===== src/rtl/slot_arbiter.sv =====
// slot_arbiter
//
// Round-robin arbiter with a bounded hold time. One shared resource is handed
// to one of NREQ requesters at a time. An owner keeps the grant while it holds
// its request high, for at most MAX_HOLD cycles; reaching the limit withdraws
// the grant and pulses timeout. Every grant is followed by exactly one idle
// cycle, in which the next winner is chosen starting from the requester after
// the previous owner.
//
// Handshake: req is a level request. A requester raises req[i] and keeps it
// high until it sees gnt[i]; it owns the resource for every cycle gnt[i] is
// high, and drops req[i] to give the resource back (sampled at the next edge).
// Requests that come and go while someone else owns the resource are not
// remembered.
//
// Ports
//   clk        rising-edge clock
//   rst        asynchronous, active-low reset
//   req        [NREQ-1:0] level requests
//   gnt        [NREQ-1:0] registered one-hot grant, zero when idle
//   gnt_id     [2:0] index of the current owner (meaningful while busy)
//   busy       resource currently owned (|gnt)
//   hold_cnt   [2:0] cycles the owner has held the grant, starting at 0
//   timeout    one-cycle pulse when a grant is withdrawn at the hold limit
//   dbg_state  FSM state: 0 = IDLE, 1 = GRANT

module slot_arbiter #(
    parameter int NREQ     = 4,
    parameter int MAX_HOLD = 7
) (
    input  logic            clk,
    input  logic            rst,
    input  logic [NREQ-1:0] req,
    output logic [NREQ-1:0] gnt,
    output logic [2:0]      gnt_id,
    output logic            busy,
    output logic [2:0]      hold_cnt,
    output logic            timeout,
    output logic            dbg_state
);

    typedef enum logic {
        IDLE  = 1'b0,
        GRANT = 1'b1
    } state_t;

    localparam logic [2:0] LAST_IDX  = 3'(NREQ - 1);
    localparam logic [2:0] HOLD_LAST = 3'(MAX_HOLD - 1);

    state_t          state, state_n;
    logic [2:0]      ptr, ptr_n;
    logic [NREQ-1:0] gnt_n;
    logic [2:0]      id_n;
    logic [2:0]      hold_n;
    logic            timeout_n;

    // Round-robin search results.
    logic [NREQ-1:0] rot;
    logic            found;
    logic [2:0]      win;
    logic [NREQ-1:0] win_onehot;
    int              sum;

    // The owner is the single set bit of gnt, so masking req with gnt gives
    // the owner's request without indexing by gnt_id.
    logic            owner_req;
    logic [2:0]      next_ptr;

    assign owner_req = |(req & gnt);
    assign next_ptr  = (gnt_id == LAST_IDX) ? 3'd0 : gnt_id + 3'd1;
    assign busy      = |gnt;
    assign dbg_state = state;

    // Rotate the requests so bit 0 is the requester at ptr, then take the
    // first set bit. Doubling the vector makes the rotation a plain shift.
    always_comb begin
        rot        = NREQ'({req, req} >> ptr);
        found      = 1'b0;
        win        = 3'd0;
        win_onehot = '0;
        sum        = 0;
        for (int i = 0; i < NREQ; i++) begin
            if (!found && rot[i]) begin
                found = 1'b1;
                sum   = int'(ptr) + i;
                if (sum >= NREQ) begin
                    sum = sum - NREQ;
                end
                win   = 3'(sum);
            end
        end
        for (int j = 0; j < NREQ; j++) begin
            win_onehot[j] = found && (3'(j) == win);
        end
    end

    // Next-state and next-output logic. All outputs are registered, so
    // there is no combinational path from req to gnt.
    always_comb begin
        state_n   = state;
        ptr_n     = ptr;
        gnt_n     = gnt;
        id_n      = gnt_id;
        hold_n    = hold_cnt;
        timeout_n = 1'b0;
        case (state)
            IDLE: begin
                gnt_n  = '0;
                hold_n = 3'd0;
                if (found) begin
                    gnt_n   = win_onehot;
                    id_n    = win;
                    state_n = GRANT;
                end
            end
            GRANT: begin
                // A voluntary release takes priority over the hold limit,
                // so a coincident drop never reports a timeout.
                if (!owner_req) begin
                    gnt_n   = '0;
                    ptr_n   = next_ptr;
                    hold_n  = 3'd0;
                    state_n = IDLE;
                end else if (hold_cnt == HOLD_LAST) begin
                    gnt_n     = '0;
                    ptr_n     = next_ptr;
                    hold_n    = 3'd0;
                    timeout_n = 1'b1;
                    state_n   = IDLE;
                end else begin
                    hold_n = hold_cnt + 3'd1;
                end
            end
            default: begin
                state_n = IDLE;
                gnt_n   = '0;
                hold_n  = 3'd0;
            end
        endcase
    end

    always_ff @(posedge clk or negedge rst) begin
        if (!rst) begin
            state    <= IDLE;
            ptr      <= 3'd0;
            gnt      <= '0;
            gnt_id   <= 3'd0;
            hold_cnt <= 3'd0;
            timeout  <= 1'b0;
        end else begin
            state    <= state_n;
            ptr      <= ptr_n;
            gnt      <= gnt_n;
            gnt_id   <= id_n;
            hold_cnt <= hold_n;
            timeout  <= timeout_n;
        end
    end

endmodule


===== config.mk =====
export PLATFORM = sky130hd
export DESIGN_NAME = slot_arbiter
export DESIGN_NICKNAME = d
export VERILOG_FILES = /design/src/rtl/slot_arbiter.sv
export SDC_FILE = /design/constraint.sdc
export NUM_CORES = 1
export LEC_CHECK = 0
export ABC_AREA = 1
export BUFFER_PORTS_ARGS = -buffer_cell sky130_fd_sc_hd__buf_4
export CORE_MARGIN = 5
export CORE_UTILIZATION = 40
export DETAILED_ROUTE_END_ITERATION = 7
export SLEW_MARGIN = 0
export SYNTH_ARGS = -nofsm -noshare
export SYNTH_HDL_FRONTEND = slang
export SYNTH_SLANG_ARGS = --single-unit

===== constraint.sdc =====
create_clock -name clk -period 1.45 [get_ports clk]
set_input_delay 0 -clock clk [delete_from_list [all_inputs] [get_ports clk]]
set_output_delay 0 -clock clk [all_outputs]
set_load 0.01 [all_outputs]

* After elaboration in Yosys (flattened, before gate mapping)
Index checks and enable logic that the tools add are counted. Widths: inputs -> output; s select.
Storage, ports and cells: register bits 15, input bits 6, output and inout port bits 13, word-level logic and storage cells 73
Cells by class: add/subtract/negate cells 9, order comparisons 4, eq/ne operators 7, shift operators 1, multiplexer cells 29, bitwise operators 2, reduce and logical (&&, ||, !) cells 15
Operators by type and width (count):
- $mux 3 | 13
- $ge 4x3->1 const B | 3
- $mux 4 | 3
- $sub 3x3->3 const B | 4
- $mux 1 | 10
- $add 3x2->4 const B | 2
- $pmux 4 s2 | 1
- $reduce_or 4->1 | 2
- $shr 8x3->4 | 1
- $logic_and 1x1->1 | 7
- $add 3x1->3 const B | 2
- $eq 2x3->1 const A | 2
- $pmux 3 s2 | 1
- $add 3x1->4 const B | 1
- $and 4x4->4 | 1
- $reduce_and 2->1 | 2
- $eq 1x3->1 const A | 1
- $eq 3x2->1 const B | 1
- $eq 3x3->1 const B | 1
- $ge 3x3->1 const B | 1
- $logic_not 1->1 | 3
- $logic_not 3->1 | 1
- $ne 3x2->1 const B | 1
- $ne 2x1->1 const B | 1
- 2 further kinds | 2

* Longest topological paths before layout
word-level depth 15, mapped depth 14, gate-level depth less buffers 14

* Worst setup path before layout
Ideal clock, no wire load.
path kind reg-to-reg, from register ptr[0], to register gnt_id[0], arrival time 1.280 ns, required time 1.330 ns, slack 0.050 ns, stages on the path, launching flop included 11, path buffers 0, period minus slack after synthesis 1.400 ns, cells stage by stage dfrtp_1 -> inv_2 -> nand2_2 -> nand3_2 -> nand2_4 -> nor2_4 -> nand2_2 -> o21ai_4 -> inv_1 -> nor2_1 -> nor2_1
Between the ends: word-level cells in the longest chain between the ends 12, elaborated cells on any way between the ends 31, those cells by class add/sub (7); order compare (4); shift (1); mux (12); reduce/logical (7)
Ends and longest elaborated chain:
- start, declared | RTL line 51 | logic [2:0] ptr, ptr_n;
- start signal, assigned | RTL line 152 | ptr <= ptr_n;
- branches (longest 12 deep; another with $add 3x1->4)
- end signal, assigned | RTL line 154 | gnt_id <= id_n;
- end, declared | RTL line 35 | output logic [2:0] gnt_id,
Several ways; the timed one is not identified. A chain may end at the register's enable or synchronous reset.

* Worst setup path after layout
from register ptr[0], to register state (netlist: dbg_state)
Between the ends: word-level cells in the longest chain between the ends 13
Ends and longest elaborated chain:
- $shr 8x3->4 (*) | RTL line 77 | rot = NREQ'({req, req} >> ptr);
- $mux 1 | RTL line 83 | if (!found && rot[i]) begin
- $logic_not 1->1 | RTL line 83
- $logic_and 1x1->1 | RTL line 83
- $mux 1 | RTL line 83
- $logic_not 1->1 | RTL line 83
- $logic_and 1x1->1 | RTL line 83
- $mux 1 | RTL line 83
- $logic_not 1->1 | RTL line 83
- $logic_and 1x1->1 | RTL line 83
- $mux 1 (*) | RTL line 83
- $mux 1 (*) | RTL line 110 | if (found) begin
- $pmux 1 s2 (*) | RTL line 106 | case (state)
- via state_n | RTL line 50 | state_t state, state_n;
- end signal, assigned | RTL line 151 | state <= state_n;
- end, declared | RTL line 50
Mark *: on every way through the listed nets, which the timed path passes. The rest lies on a longest branch.

==> flow_metrics.tcl <==
set metrics [dict create \
    hold_slack_ns 0.103 \
    drv_slew 0 \
    drc_errors 0 \
    slowest_delay_ns 0.47 \
    failed_checks "negative setup slack" \
    place_hpwl_mm 1.68 \
    seq_area_frac_synth 0.418 \
    clock-skew-final_ns 0.00779 \
    worst_pin_slew_ns 0.290 \
    netlist-cell-type-count 20 \
    yosysTopAreaCellShare 0.418 \
    drtIter0Drc 23 \
    vias 892 \
    setup_violations 8 \
    cp-start-kind "flop" \
    port-buffer-count 18 \
    dr.pass1.iters 4 \
    slew_headroom 0.806 \
    top_layer "met4" \
    crit_family "simple AND/OR/NAND/NOR gates" \
    ir_worst_vdd_uv 1310 \
    track_usage 0.146 \
    max_clock_freq_ghz 0.653 \
    grt_pass1_vias 913 \
    ios 19 \
    nets 167 \
    r2r-start "ptr[0]" \
    final_cell_mix "buf_4 (32), nand2_1 (27), nor2_1 (14), dfrtp_1 (14)" \
    die_h_um 57.4 \
    status "finished with violations" \
    globalplace.congestion 0.820 \
    setup_slack_ns -0.0806 \
    hp-class "in2async" \
    worstReg2RegEnd "dbg_state" \
    clkTransAtPathRegs_ns 0.09 \
    crit_fanout 7 \
    clk_path_buf_depth 2 \
    avgSynthCellArea_um2 7.42 \
    antenna_found_initial 0 \
    crit_arrival_ns 1.71 \
    cts_sinks 15 \
    r2r.worst_path.cells 10 \
    grt.overflow.total 0 \
    synthTopCellsByArea "dfrtp_1 (42%), nand2_1 (14%), inv_1 (6.7%)" \
    critical_path_class "reg2reg" \
    yosys_register_bits 15 \
    cts_root_buf "clkbuf_4" \
    leakagePower_uw 0.000674 \
    power_uw 2870 \
    cap_viol_max_count 0 \
    totalWireLength_mm 2.16 \
    ys.warnings.count 0 \
    min_period_over_period 1.06 \
    finalHoldViolCount 0 \
    instances_no_fill 186 \
    grt_pass1_wl_mm 3.88 \
    crit_chain "inv_4 -> nand2_2 -> nand2_2 -> nand2_2 -> nand2_4 -> nor2_4 -> nand2_2 -> o21ai_4 -> buf_4 -> nand2_1" \
    wl_per_cell_um 11.6 \
    place_ws_ns -0.123 \
    period_minus_slack_ns 1.53 \
    place_inst 177 \
    final.fill_count 203 \
    placementRows 17 \
    initial_core_util 0.414 \
    grt_max_degree 16 \
    wl_met3_um 88 \
    drt-vias-per-instance 4.80 \
    dieArea_um2 3290 \
    yosysTopAreaCell "dfrtp_1" \
    rrSetupSlack_ns -0.08 \
    syn_nets 129 \
    crit_path_end_kind "flop" \
    detail-route-antenna-nets 0 \
    synth.cell_area_um2 898 \
    drive_above_1_share 0.418 \
    crit_path_frequent_cell "nand2_2" \
    cts_tree "done" \
    slowest_stage "dfrtp_2" \
    syn_inst 121 \
    critPathBufInv 2 \
    diodes 0 \
    worstPathRequired_ns 1.63 \
    drt-met1-wl_um 926 \
    rsz0062_at_grt "true" \
    cts-htree-levels 1 \
    area_growth_pct 41.4 \
    wl_met2_mm 1.14 \
    p_per_area_nw_per_um2 2260 \
    die_w_um 57.4 \
    cts_buffers 3 \
    core_area_um2 2170 \
    final_common_cell "buf_4" \
    clk_latency_ns 0.28 \
]
-- worst max-delay path by stage --
stage                     slack (ns)  cells after the start   endpoint  startpoint
after global placement          -0.1                     11  gnt_id[0]      ptr[0]
final                          -0.08                     10  dbg_state      ptr[0]
after detailed placement       -0.12                     10  gnt_id[0]      ptr[0]
after floorplan                 0.05                     10  gnt_id[0]      ptr[0]
after CTS                      -0.07                     11  gnt_id[0]      ptr[0]
after global routing           -0.19                     11  gnt_id[0]      ptr[0]
-- Yosys cell counts --
| master | number |
|---|---|
| nand4_1 | 3 |
| dfrtp_1 | 15 |
| nand2_4 | 2 |
| nand3_1 | 8 |
| inv_1 | 16 |
| o21ai_4 | 1 |
| a21oi_1 | 2 |
| nor4_1 | 1 |
| o22ai_1 | 1 |
| nand3_2 | 1 |
| nor2_1 | 15 |
| inv_2 | 2 |
| nand2_2 | 8 |
| xnor2_1 | 1 |
| ha_1 | 2 |
| nor2_4 | 1 |
| nand3b_1 | 1 |
| nor2_2 | 2 |
| o21ai_0 | 6 |
| nand2_1 | 33 |
-- cells by family (layout without fill, tap and decap cells) --
group	count (synthesis)	after routing	synth area share
fa+ha+maj	2	2	0.0279
simple gates	75	75	0.400
xor+xnor	1	1	0.00975
compound gates	10	10	0.0696
flops	15	15	0.418
buf+inv	18	55	0.0752
-- layout make-up --
class                   instances  area [um2]  share of cell area
well taps                      28        35.0              0.0276
flip-flops and latches         15         377               0.297
repair buffers                 33         250               0.197
multi-input cells              88         509               0.401
inverters                      18        72.6              0.0571
clock buffers                   4        26.3              0.0207
-- layer usage --
metal  global-route usage  up-vias
met5                    0        -
met4               0.0397        0
met3               0.0204        2
met2                0.263       21
met1                0.181      411
li1                     -      458
-- what timing repair did --
item                                    in CTS  in global routing
buffers inserted                             3                  1
hold endpoints to repair                    15                  0
hold buffers                                 1                  0
gates resized for setup                     14                  8
endpoints found under the setup margin       8                 10
pin swaps                                    5                  5
-- metrics by stage --
stage / utilization / instance area (um2) / TNS [ns]
2_1_floorplan: - / 898 / 0
3_3_place_gp: 0.527 / 1140 / -0.354
3_5_place_dp: 0.527 / 1140 / -0.730
4_1_cts: 0.574 / 1240 / -0.267
5_1_grt: 0.585 / 1270 / -1.44
6_report: 0.585 / 1270 / -0.391
-- flip-flops by register name, summed over array words and instances (netlist names) --
| name | flops |
|---|---|
| gnt_id | 3 |
| timeout | 1 |
| hold_cnt | 3 |
| gnt | 4 |
| ptr | 3 |
| dbg_state | 1 |
-- report_power, final --
group | internal, uW | total [uW] | switching [uW] | leakage [uW]
clock | 107 | 232 | 125 | 0.0000150
sequential | 549 | 673 | 124 | 0.000196
combinational | 835 | 1960 | 1130 | 0.000463
-- worst register-to-register path, delay by kind of cell (launching register included) --
family | cells | cell delay [ns]
buffers and inverters | 2 | 0.23
DFF | 1 | 0.47
AOI/OAI and AO/OA | 1 | 0.23
and+or+nand+nor | 7 | 0.50
No activity file was read; power rests on OpenSTA's default activity.
